--- src/rtl/per_bus_hub_if.sv ---
// Core-side request/response channel plus shared peripheral bus of the hub.
// The slave modport is the hub's view; master is the core and peripheral side.
`timescale 1ns/1ps
interface per_bus_hub_if #(
  parameter int NUM_PER = 4,
  parameter int SEL_W   = 2,
  parameter int ADDR_W  = 7,
  parameter int DATA_W  = 16
);
  logic                      mValid;
  logic                      mReady;
  logic                      mWrite;
  logic [SEL_W-1:0]          mSel;
  logic [ADDR_W-1:0]         mAddr;
  logic [DATA_W-1:0]         mWdata;
  logic                      mRvalid;
  logic                      mRready;
  logic [DATA_W-1:0]         mRdata;
  logic                      mErr;
  logic [NUM_PER-1:0]        pValid;
  logic                      pWrite;
  logic [ADDR_W-1:0]         pAddr;
  logic [DATA_W-1:0]         pWdata;
  logic [NUM_PER-1:0]        pAck;
  logic [NUM_PER*DATA_W-1:0] pRdata;

  modport slave (
    input  mValid, mWrite, mSel, mAddr, mWdata, mRready, pAck, pRdata,
    output mReady, mRvalid, mRdata, mErr, pValid, pWrite, pAddr, pWdata
  );

  modport master (
    output mValid, mWrite, mSel, mAddr, mWdata, mRready, pAck, pRdata,
    input  mReady, mRvalid, mRdata, mErr, pValid, pWrite, pAddr, pWdata
  );
endinterface

--- src/rtl/per_bus_hub.sv ---
// Peripheral-bus hub: one master fans out to NUM_PER peripherals by select field,
// one transaction in flight, with bus timeout and held error/data response.
`timescale 1ns/1ps
module per_bus_hub #(
  parameter int NUM_PER = 4,
  parameter int SEL_W   = 2,
  parameter int ADDR_W  = 7,
  parameter int DATA_W  = 16,
  parameter int TIMEOUT = 15
) (
  input logic           fastClk,
  input logic           rstN,
  per_bus_hub_if.slave  bus
);
   localparam int                CNT_W     = (TIMEOUT > 0) ? $clog2(TIMEOUT + 1) : 1;
   localparam logic [SEL_W:0]    NUM_PER_L = (SEL_W + 1)'(NUM_PER);
   localparam logic [CNT_W-1:0]  CNT_LAST  = CNT_W'((TIMEOUT > 0) ? TIMEOUT - 1 : 0);

   typedef enum logic [1:0] {S_IDLE, S_REQ, S_RESP} state_t;

   state_t              r_state, w_next;
   logic                r_ready;
   logic [NUM_PER-1:0]  r_pvalid;
   logic                r_pwrite;
   logic [ADDR_W-1:0]   r_paddr;
   logic [DATA_W-1:0]   r_pwdata;
   logic [CNT_W-1:0]    r_cnt;
   logic                r_rvalid;
   logic                r_err;
   logic [DATA_W-1:0]   r_rdata;

   logic                w_accept, w_sel_ok, w_ack, w_timeout;
   logic [NUM_PER-1:0]  w_onehot;
   logic [DATA_W-1:0]   w_sel_rdata;

   // NOTE: combinational logic assigns every output a default first, so no latch is inferred.
   always_comb begin
      w_accept    = (r_state == S_IDLE) && r_ready && bus.mValid;
      w_sel_ok    = {1'b0, bus.mSel} < NUM_PER_L;
      w_onehot    = NUM_PER'(1) << bus.mSel;
      w_ack       = |(bus.pAck & r_pvalid);
      w_timeout   = (TIMEOUT > 0) && (r_cnt == CNT_LAST);
      w_sel_rdata = '0;
      for (int i = 0; i < NUM_PER; i++) begin
         if (r_pvalid[i]) w_sel_rdata = bus.pRdata[i*DATA_W +: DATA_W];
      end
      w_next = r_state;
      case (r_state)
         S_IDLE:  if (w_accept) w_next = w_sel_ok ? S_REQ : S_RESP;
         S_REQ:   if (w_ack || w_timeout) w_next = S_RESP;
         S_RESP:  if (bus.mRready) w_next = S_IDLE;
         default: w_next = S_IDLE;
      endcase
   end

   // NOTE: sequential state uses non-blocking assignments so every register samples pre-edge values.
   always_ff @(posedge fastClk) begin
      if (!rstN) r_state <= S_IDLE;
      else       r_state <= w_next;
   end

   always_ff @(posedge fastClk) begin
      if (!rstN) begin
         r_ready  <= 1'b0;
         r_pvalid <= '0;
         r_pwrite <= 1'b0;
         r_paddr  <= '0;
         r_pwdata <= '0;
         r_cnt    <= '0;
         r_rvalid <= 1'b0;
         r_err    <= 1'b0;
         r_rdata  <= '0;
      end else begin
         r_ready <= (w_next == S_IDLE);
         case (r_state)
            S_IDLE: begin
               if (w_accept) begin
                  if (w_sel_ok) begin
                     r_pvalid <= w_onehot;
                     r_pwrite <= bus.mWrite;
                     r_paddr  <= bus.mAddr;
                     r_pwdata <= bus.mWdata;
                     r_cnt    <= '0;
                  end else begin
                     r_rvalid <= 1'b1;
                     r_err    <= 1'b1;
                     r_rdata  <= '0;
                  end
               end
            end
            S_REQ: begin
               // Saturate rather than wrap so a disabled timeout never retriggers.
               if (r_cnt != '1) r_cnt <= r_cnt + 1'b1;
               if (w_ack || w_timeout) begin
                  r_pvalid <= '0;
                  r_pwrite <= 1'b0;
                  r_paddr  <= '0;
                  r_pwdata <= '0;
                  r_rvalid <= 1'b1;
                  r_err    <= !w_ack;
                  r_rdata  <= (w_ack && !r_pwrite) ? w_sel_rdata : '0;
               end
            end
            S_RESP: begin
               if (bus.mRready) begin
                  r_rvalid <= 1'b0;
                  r_err    <= 1'b0;
                  r_rdata  <= '0;
               end
            end
            default: ;
         endcase
      end
   end

   assign bus.mReady  = r_ready;
   assign bus.mRvalid = r_rvalid;
   assign bus.mRdata  = r_rdata;
   assign bus.mErr    = r_err;
   assign bus.pValid  = r_pvalid;
   assign bus.pWrite  = r_pwrite;
   assign bus.pAddr   = r_paddr;
   assign bus.pWdata  = r_pwdata;
endmodule
--- src/flat_wrapper.sv ---
// flat-port wrapper written by rule: the top's interface ports become plain ports
module per_bus_hub_flat 
#(
  parameter int NUM_PER = 4,
  parameter int SEL_W   = 2,
  parameter int ADDR_W  = 7,
  parameter int DATA_W  = 16,
  parameter int TIMEOUT = 15
)
  (fastClk, rstN, bus_mValid, bus_mWrite, bus_mSel, bus_mAddr, bus_mWdata, bus_mRready, bus_pAck, bus_pRdata, bus_mReady, bus_mRvalid, bus_mRdata, bus_mErr, bus_pValid, bus_pWrite, bus_pAddr, bus_pWdata);
  per_bus_hub_if #(.NUM_PER(NUM_PER), .SEL_W(SEL_W), .ADDR_W(ADDR_W), .DATA_W(DATA_W)) bus_i ();
  input logic fastClk;
  input logic rstN;
  input wire logic [$bits(bus_i.mValid)-1:0] bus_mValid;
  input wire logic [$bits(bus_i.mWrite)-1:0] bus_mWrite;
  input wire logic [$bits(bus_i.mSel)-1:0] bus_mSel;
  input wire logic [$bits(bus_i.mAddr)-1:0] bus_mAddr;
  input wire logic [$bits(bus_i.mWdata)-1:0] bus_mWdata;
  input wire logic [$bits(bus_i.mRready)-1:0] bus_mRready;
  input wire logic [$bits(bus_i.pAck)-1:0] bus_pAck;
  input wire logic [$bits(bus_i.pRdata)-1:0] bus_pRdata;
  output wire logic [$bits(bus_i.mReady)-1:0] bus_mReady;
  output wire logic [$bits(bus_i.mRvalid)-1:0] bus_mRvalid;
  output wire logic [$bits(bus_i.mRdata)-1:0] bus_mRdata;
  output wire logic [$bits(bus_i.mErr)-1:0] bus_mErr;
  output wire logic [$bits(bus_i.pValid)-1:0] bus_pValid;
  output wire logic [$bits(bus_i.pWrite)-1:0] bus_pWrite;
  output wire logic [$bits(bus_i.pAddr)-1:0] bus_pAddr;
  output wire logic [$bits(bus_i.pWdata)-1:0] bus_pWdata;
  assign bus_i.mValid = bus_mValid;
  assign bus_i.mWrite = bus_mWrite;
  assign bus_i.mSel = bus_mSel;
  assign bus_i.mAddr = bus_mAddr;
  assign bus_i.mWdata = bus_mWdata;
  assign bus_i.mRready = bus_mRready;
  assign bus_i.pAck = bus_pAck;
  assign bus_i.pRdata = bus_pRdata;
  assign bus_mReady = bus_i.mReady;
  assign bus_mRvalid = bus_i.mRvalid;
  assign bus_mRdata = bus_i.mRdata;
  assign bus_mErr = bus_i.mErr;
  assign bus_pValid = bus_i.pValid;
  assign bus_pWrite = bus_i.pWrite;
  assign bus_pAddr = bus_i.pAddr;
  assign bus_pWdata = bus_i.pWdata;
  per_bus_hub #(.NUM_PER(NUM_PER), .SEL_W(SEL_W), .ADDR_W(ADDR_W), .DATA_W(DATA_W), .TIMEOUT(TIMEOUT)) u_core (.fastClk(fastClk), .rstN(rstN), .bus(bus_i));
endmodule
--- config.mk ---
export PLATFORM = sky130hd
export DESIGN_NAME = per_bus_hub_flat
export DESIGN_NICKNAME = d
export VERILOG_FILES = /design/src/rtl/per_bus_hub_if.sv /design/src/rtl/per_bus_hub.sv /design/src/flat_wrapper.sv
export SDC_FILE = /design/constraint.sdc
export NUM_CORES = 1
export LEC_CHECK = 0
export BUFFER_PORTS_ARGS = -buffer_cell sky130_fd_sc_hd__buf_2
export CAP_MARGIN = 20
export CORE_ASPECT_RATIO = 1.5
export CORE_MARGIN = 3
export CORE_UTILIZATION = 43
export CTS_BUF_LIST = sky130_fd_sc_hd__clkbuf_16
export DETAILED_ROUTE_END_ITERATION = 16
export PLACE_DENSITY = 0.8
export REMOVE_ABC_BUFFERS = 1
export SYNTH_ARGS = -nofsm -noshare
export SYNTH_HDL_FRONTEND = slang
export SYNTH_SLANG_ARGS = --single-unit
--- constraint.sdc ---
create_clock -name fastClk -period 2.4 [get_ports fastClk]
set_input_delay 0.48 -clock fastClk [delete_from_list [all_inputs] [get_ports fastClk]]
set_output_delay 0.48 -clock fastClk [all_outputs]
set_load 0.1 [all_outputs]
Word-level counts from Yosys, hierarchy flattened
Cells that the tools add are included.

word-level totals
  flip-flop bits (word level) = 53
  bits in latches = 0
  memory bits (writable) = 0
  ROM bits = 0
  word-level logic and storage cells = 67
  memories kept = 0

operators by class
  add/subtract/negate cells = 1
  multipliers = 0
  div/mod/pow operators = 0
  order comparisons = 0
  equality and inequality tests = 8
  shift-type cells = 1
  muxes and demuxes = 32
  bitwise gates (word level) = 1
  reduce and logical (&&, ||, !) cells = 14

operators with widths
  cell                 count
  $mux 16              9
  $pmux 16 s2          2
  $mux 4               4
  $pmux 4 s2           2
  $mux 7               2
  $pmux 7 s2           1
  $reduce_and 3->1     3
  $mux 2               3
  $ne 2x1->1 const B   3
  $pmux 1 s2           3
  $pmux 2 s3           1
  $mux 1               5
  $add 4x1->4 const B  1
  $and 4x4->4          1
  $eq 4x4->1 const B   1
  $logic_not 2->1      2
  $ne 4x4->1 const B   1
  $reduce_bool 2->1    2
  $reduce_or 4->1      1
  $shl 1x2->4 const A  1
  $logic_and 1x1->1    3
  $eq 2x1->1 const B   1
  $eq 2x2->1 const B   1
  $logic_not 1->1      2
  2 further kinds      2

Depth between registers and ports, before layout
  depth in word-level cells = 7
  gate-level depth with buffers = 8
  mapped depth without buffers = 6

Worst setup path after synthesis
No wires, ideal clock.

  path type = register -> register
  start = register u_core.r_pvalid[1] (netlist: u_core.bus.pValid[1])
  end = register u_core.r_rdata[10] (netlist: u_core.bus.mRdata[10])
  setup time = 0.062 ns
  data arrival time = 2.249 ns
  required time = 2.338 ns
  path slack = 0.089 ns
  cell stages (with the launch flop) = 8
  buffers on the path = 3
  path through = dfxtp_1 > buf_6 > a22o_1 > or2_1 > buf_2 > nor3b_2 > buf_2 > a22o_1

on the way
  word-level cells in the longest chain between the ends = 6

RTL lines
  item                                                 line                                   RTL
  start: declaration                                   per_bus_hub.sv:23                      logic [NUM_PER-1:0] r_pvalid;
  start signal: assignment                             per_bus_hub.sv:79                      r_pvalid <= w_onehot;
  $mux 16 / $and 4x4->4 (equally long branches)        per_bus_hub.sv:45, per_bus_hub.sv:41
  $mux 16 / $reduce_or 4->1 (equally long branches)    per_bus_hub.sv:45, per_bus_hub.sv:41
  $mux 16 / $logic_and 1x1->1 (equally long branches)  per_bus_hub.sv:45, per_bus_hub.sv:101
  $mux 16                                              per_bus_hub.sv:101                     r_rdata <= (w_ack && !r_pwrite) ? w_sel_rdata : '0;
  $mux 16                                              per_bus_hub.sv:94                      if (w_ack || w_timeout) begin
  $pmux 16 s2                                          per_bus_hub.sv:75                      case (r_state)
  end signal: assignment                               per_bus_hub.sv:101
  end: declaration                                     per_bus_hub.sv:30                      logic [DATA_W-1:0] r_rdata;

Several ways; a longest one is shown, not always the timed one. The select of a mux whose other input is x is not followed.
A chain may end at the register's enable or synchronous reset.

Worst setup path after layout
  start = register u_core.r_pvalid[3] (netlist: u_core.bus.pValid[3])
  end = register u_core.r_rdata[14] (netlist: u_core.bus.mRdata[14])

on the way
  word-level cells in the longest chain between the ends = 6

RTL lines
  item               line                RTL
  $and 4x4->4        per_bus_hub.sv:41   w_ack = |(bus.pAck & r_pvalid);
  $reduce_or 4->1    per_bus_hub.sv:41
  $logic_and 1x1->1  per_bus_hub.sv:101
  $mux 16            per_bus_hub.sv:101
  $mux 16            per_bus_hub.sv:94
  $pmux 16 s2        per_bus_hub.sv:75

Several ways; a longest one is shown, not always the timed one. The select of a mux whose other input is x is not followed.

==> flow_summary_export.csv <==
group,metric,value,unit
outcome,outcome,"completed",
worst_setup_path,reg2reg_depth,4,
global_route,grt_pass1_wl,10.7,mm
worst_setup_path,cp_max_fo,16,
die,die_area,6440,um2
die,io_pins,145,
power_and_ir_drop,ir_drop,0.000471,V
worst_setup_path,cp.required,2.62,ns
clocking,clock-root-buffer,"clkbuf_16",
timing,period_needed,2.05,ns
clocking,numCtsBuffers,5,
worst_setup_path,reg2reg_from,"u_core.bus.pValid[3]",
timing,hold_viol_final,0,
global_route,use_met1,21.5,%
worst_setup_path,reg2reg_to,"u_core.bus.mRdata[14]",
clocking,clockBufferDepth,2,
worst_hold_path,whs_path_depth,2,
synth,synthFlopType,"dfxtp_1",
timing,fmax,489,MHz
die,core_area,5250,um2
finish,drive_above_1_share,39.7,%
synth,synth_top_area_share,44.9,%
worst_setup_path,cp-startpoint,"u_core.bus.pValid[3]",
die,num_rows,32,
drt,vias,2585,
timing,max_slew_margin,36.9,%
timing,rsz0062_at_grt,"false",
synth,yosysWarningCount,0,
worst_hold_path,hp-class,"in2reg",
drt,drt_iter0_markers,52,
timing,timing.setup.tns,0,ns
drt,via_per_inst,5.37,
synth,syn_inst,277,
global_route,busiest_layer,"met2",
placement,place.gp.congestion,0.748,
global_route,use_met3,6.04,%
global_route,grtUsageMet2,39.1,%
worst_setup_path,crit_path_end_kind,"flop",
finish,final_nets,512,
job,maxCapViolations,0,
synth,synth_top_cells_by_area,"dfxtp_1, a22o_1, a21oi_1",
placement,dp_hpwl,5.41,mm
finish,multi_input_area,1180,um2
synth,synth_common_cells,"dfxtp_1, a21oi_1, nand2_1",
finish,seq_area,1060,um2
drt,drc,0,
finish,fillers,472,
synth,yosys.area.top_type,"dfxtp_1",
global_route,grt_pass1_vias,2478,
drt,wl_per_cell,14.7,um
placement,dp_cells,472,
timing,slew_viol_final,0,
clocking,cts_sinks,53,
clocking,cts_tree,"built",
timing,clock-skew-final,0.00957,ns
worst_setup_path,cp.arrival,2.27,ns
clocking,cts_setup_buffers,0,
drt,totalWireLength,7.08,mm
drt,drtPass1Iterations,4,
synth,synth.yosys.seq_area_share,44.9,%
finish,finalNonFillerCells,481,
clocking,clock_latency,0.29,ns
worst_setup_path,start_kind,"flop",
worst_hold_path,min_to,"u_core.bus.pValid[2]",
global_route,grt_start_max_net_pins,30,
worst_setup_path,reg2reg_slack,0.35,ns
clocking,cts_hold_buf,0,
clocking,clk_pin_slew,0.07,ns
power_and_ir_drop,power_leakage,1.55,nW
synth,synth.most_common_cell,"dfxtp_1",
die,die_width,66.6,um
placement,dpl_cell_area,3120,um2
die,start_util,45.1,%
global_route,grt-ovfl-total,0,
synth,async_flop_share,0,%
worst_setup_path,critPathKind,"reg2reg",
synth,netlist_area,2360,um2
synth,yosys.cell_types.count,36,
clocking,htree_levels,2,
die,die_h,96.8,um
timing,worst-slew-pin-transition,0.942,ns
timing,finalSetupViolCount,0,
clocking,cts_resized,0,
synth,synth_area_per_cell,8.54,um2
global_route,grtUsageTotal,20.9,%
finish,stdcell_area,3270,um2
worst_hold_path,hp-start,"bus_mSel[0]",
power_and_ir_drop,power_density,644,nW/um2
synth,ys_seq_elements,53,
synth,synth_edf_count,0,
timing,fin_crit_sh,85.2,%
drt,ant_nets,0,
global_route,antenna_found_initial,0,
finish,syn2layout_area_growth,38.3,%
finish,num_antenna_cells,0,
placement,portBuffers,144,
[critical path: stages (launching register included)]
cell     delay [ns]
dfxtp_1        0.41
a22o_1         0.23
or2_1          0.26
nor3b_2        0.81
a22o_1         0.27
[layout make-up]
type	count	area share [%]
clock buffers	5	3.83
clock inverters	3	0.383
inverters	6	0.689
multi-input cells	194	36.2
flip-flops and latches	53	32.5
well taps	68	2.60
repair buffers	152	23.9
[layout by cell type, fill, tap and decap left out, types with 2 or more instances in the layout]
| cell type | Yosys | final |
|---|---|---|
| o22ai_1 | 16 | 16 |
| nand2b_1 | 4 | 4 |
| buf_2 | 2 | 144 |
| nand3_1 | 2 | 2 |
| clkinv_1 | 0 | 2 |
| o21ai_0 | 27 | 27 |
| nand2_1 | 28 | 28 |
| a21oi_1 | 28 | 28 |
| inv_1 | 6 | 6 |
| clkbuf_16 | 0 | 5 |
| a221oi_1 | 16 | 16 |
| dfxtp_1 | 53 | 53 |
| buf_4 | 0 | 8 |
| nor3_1 | 6 | 6 |
| ha_1 | 2 | 2 |
| a22o_1 | 20 | 20 |
| nor2_1 | 23 | 23 |
| and3_1 | 2 | 2 |
| nor2b_1 | 2 | 2 |
[per-layer routing]
layer  vias up  wire length [um]
li1       1291                 -
met5         -                 0
met4         0                68
met2       119              3630
met1      1169              2710
met3         6               683
[where the power goes]
part           switching (W)  total [W]  internal [W]
clock network       0.000304   0.000682      0.000378
logic               0.000354   0.000498      0.000144
registers          0.0000172   0.000927      0.000909
total               0.000675    0.00211       0.00143
[registers in the layout, indices dropped and copies added, names as in the netlist]
| name | flops |
|---|---|
| u_core.bus.mRvalid | 1 |
| u_core.bus.mReady | 1 |
| u_core.bus.mRdata | 16 |
| u_core.bus.mErr | 1 |
| u_core.bus.pWdata | 16 |
| u_core.bus.pWrite | 1 |
| u_core.r_cnt | 4 |
| u_core.r_state | 2 |
| u_core.bus.pValid | 4 |
| u_core.bus.pAddr | 7 |
[how the worst max path moves through the flow]
| stage | endpoint | slack, ns | cells after the start |
|---|---|---|---|
| global placement | u_core.bus.mRdata[14] | 0.32 | 5 |
| CTS | u_core.bus.mRdata[14] | 0.33 | 4 |
| finish | u_core.bus.mRdata[14] | 0.35 | 4 |
| global route | u_core.bus.mRdata[14] | 0.20 | 4 |
| detailed placement | u_core.bus.mRdata[14] | 0.19 | 5 |
| floorplan | u_core.bus.mRdata[14] | -0.20 | 4 |
[cell families after synthesis]
logic type	Yosys count	share of synthesized area, %
muxes	1	0.423
DFF	53	44.9
AOI/OAI and AO/OA	115	32.8
adders and majority gates	2	1.06
buffers and inverters	30	5.50
and+or+nand+nor	76	15.4
[per-stage QoR]
step	setup WS (ns)	power, W	hold slack [ns]	util (%)
2_1_floorplan	-0.200	0.00127	0.471	-
3_3_place_gp	0.324	0.00144	0.452	59.6
3_5_place_dp	0.190	0.00144	0.459	59.6
4_1_cts	0.327	0.00212	0.423	62.2
5_1_grt	0.203	0.00219	0.430	62.3
6_report	0.354	0.00211	0.419	62.3
No activity file was read; power rests on OpenSTA's default activity.
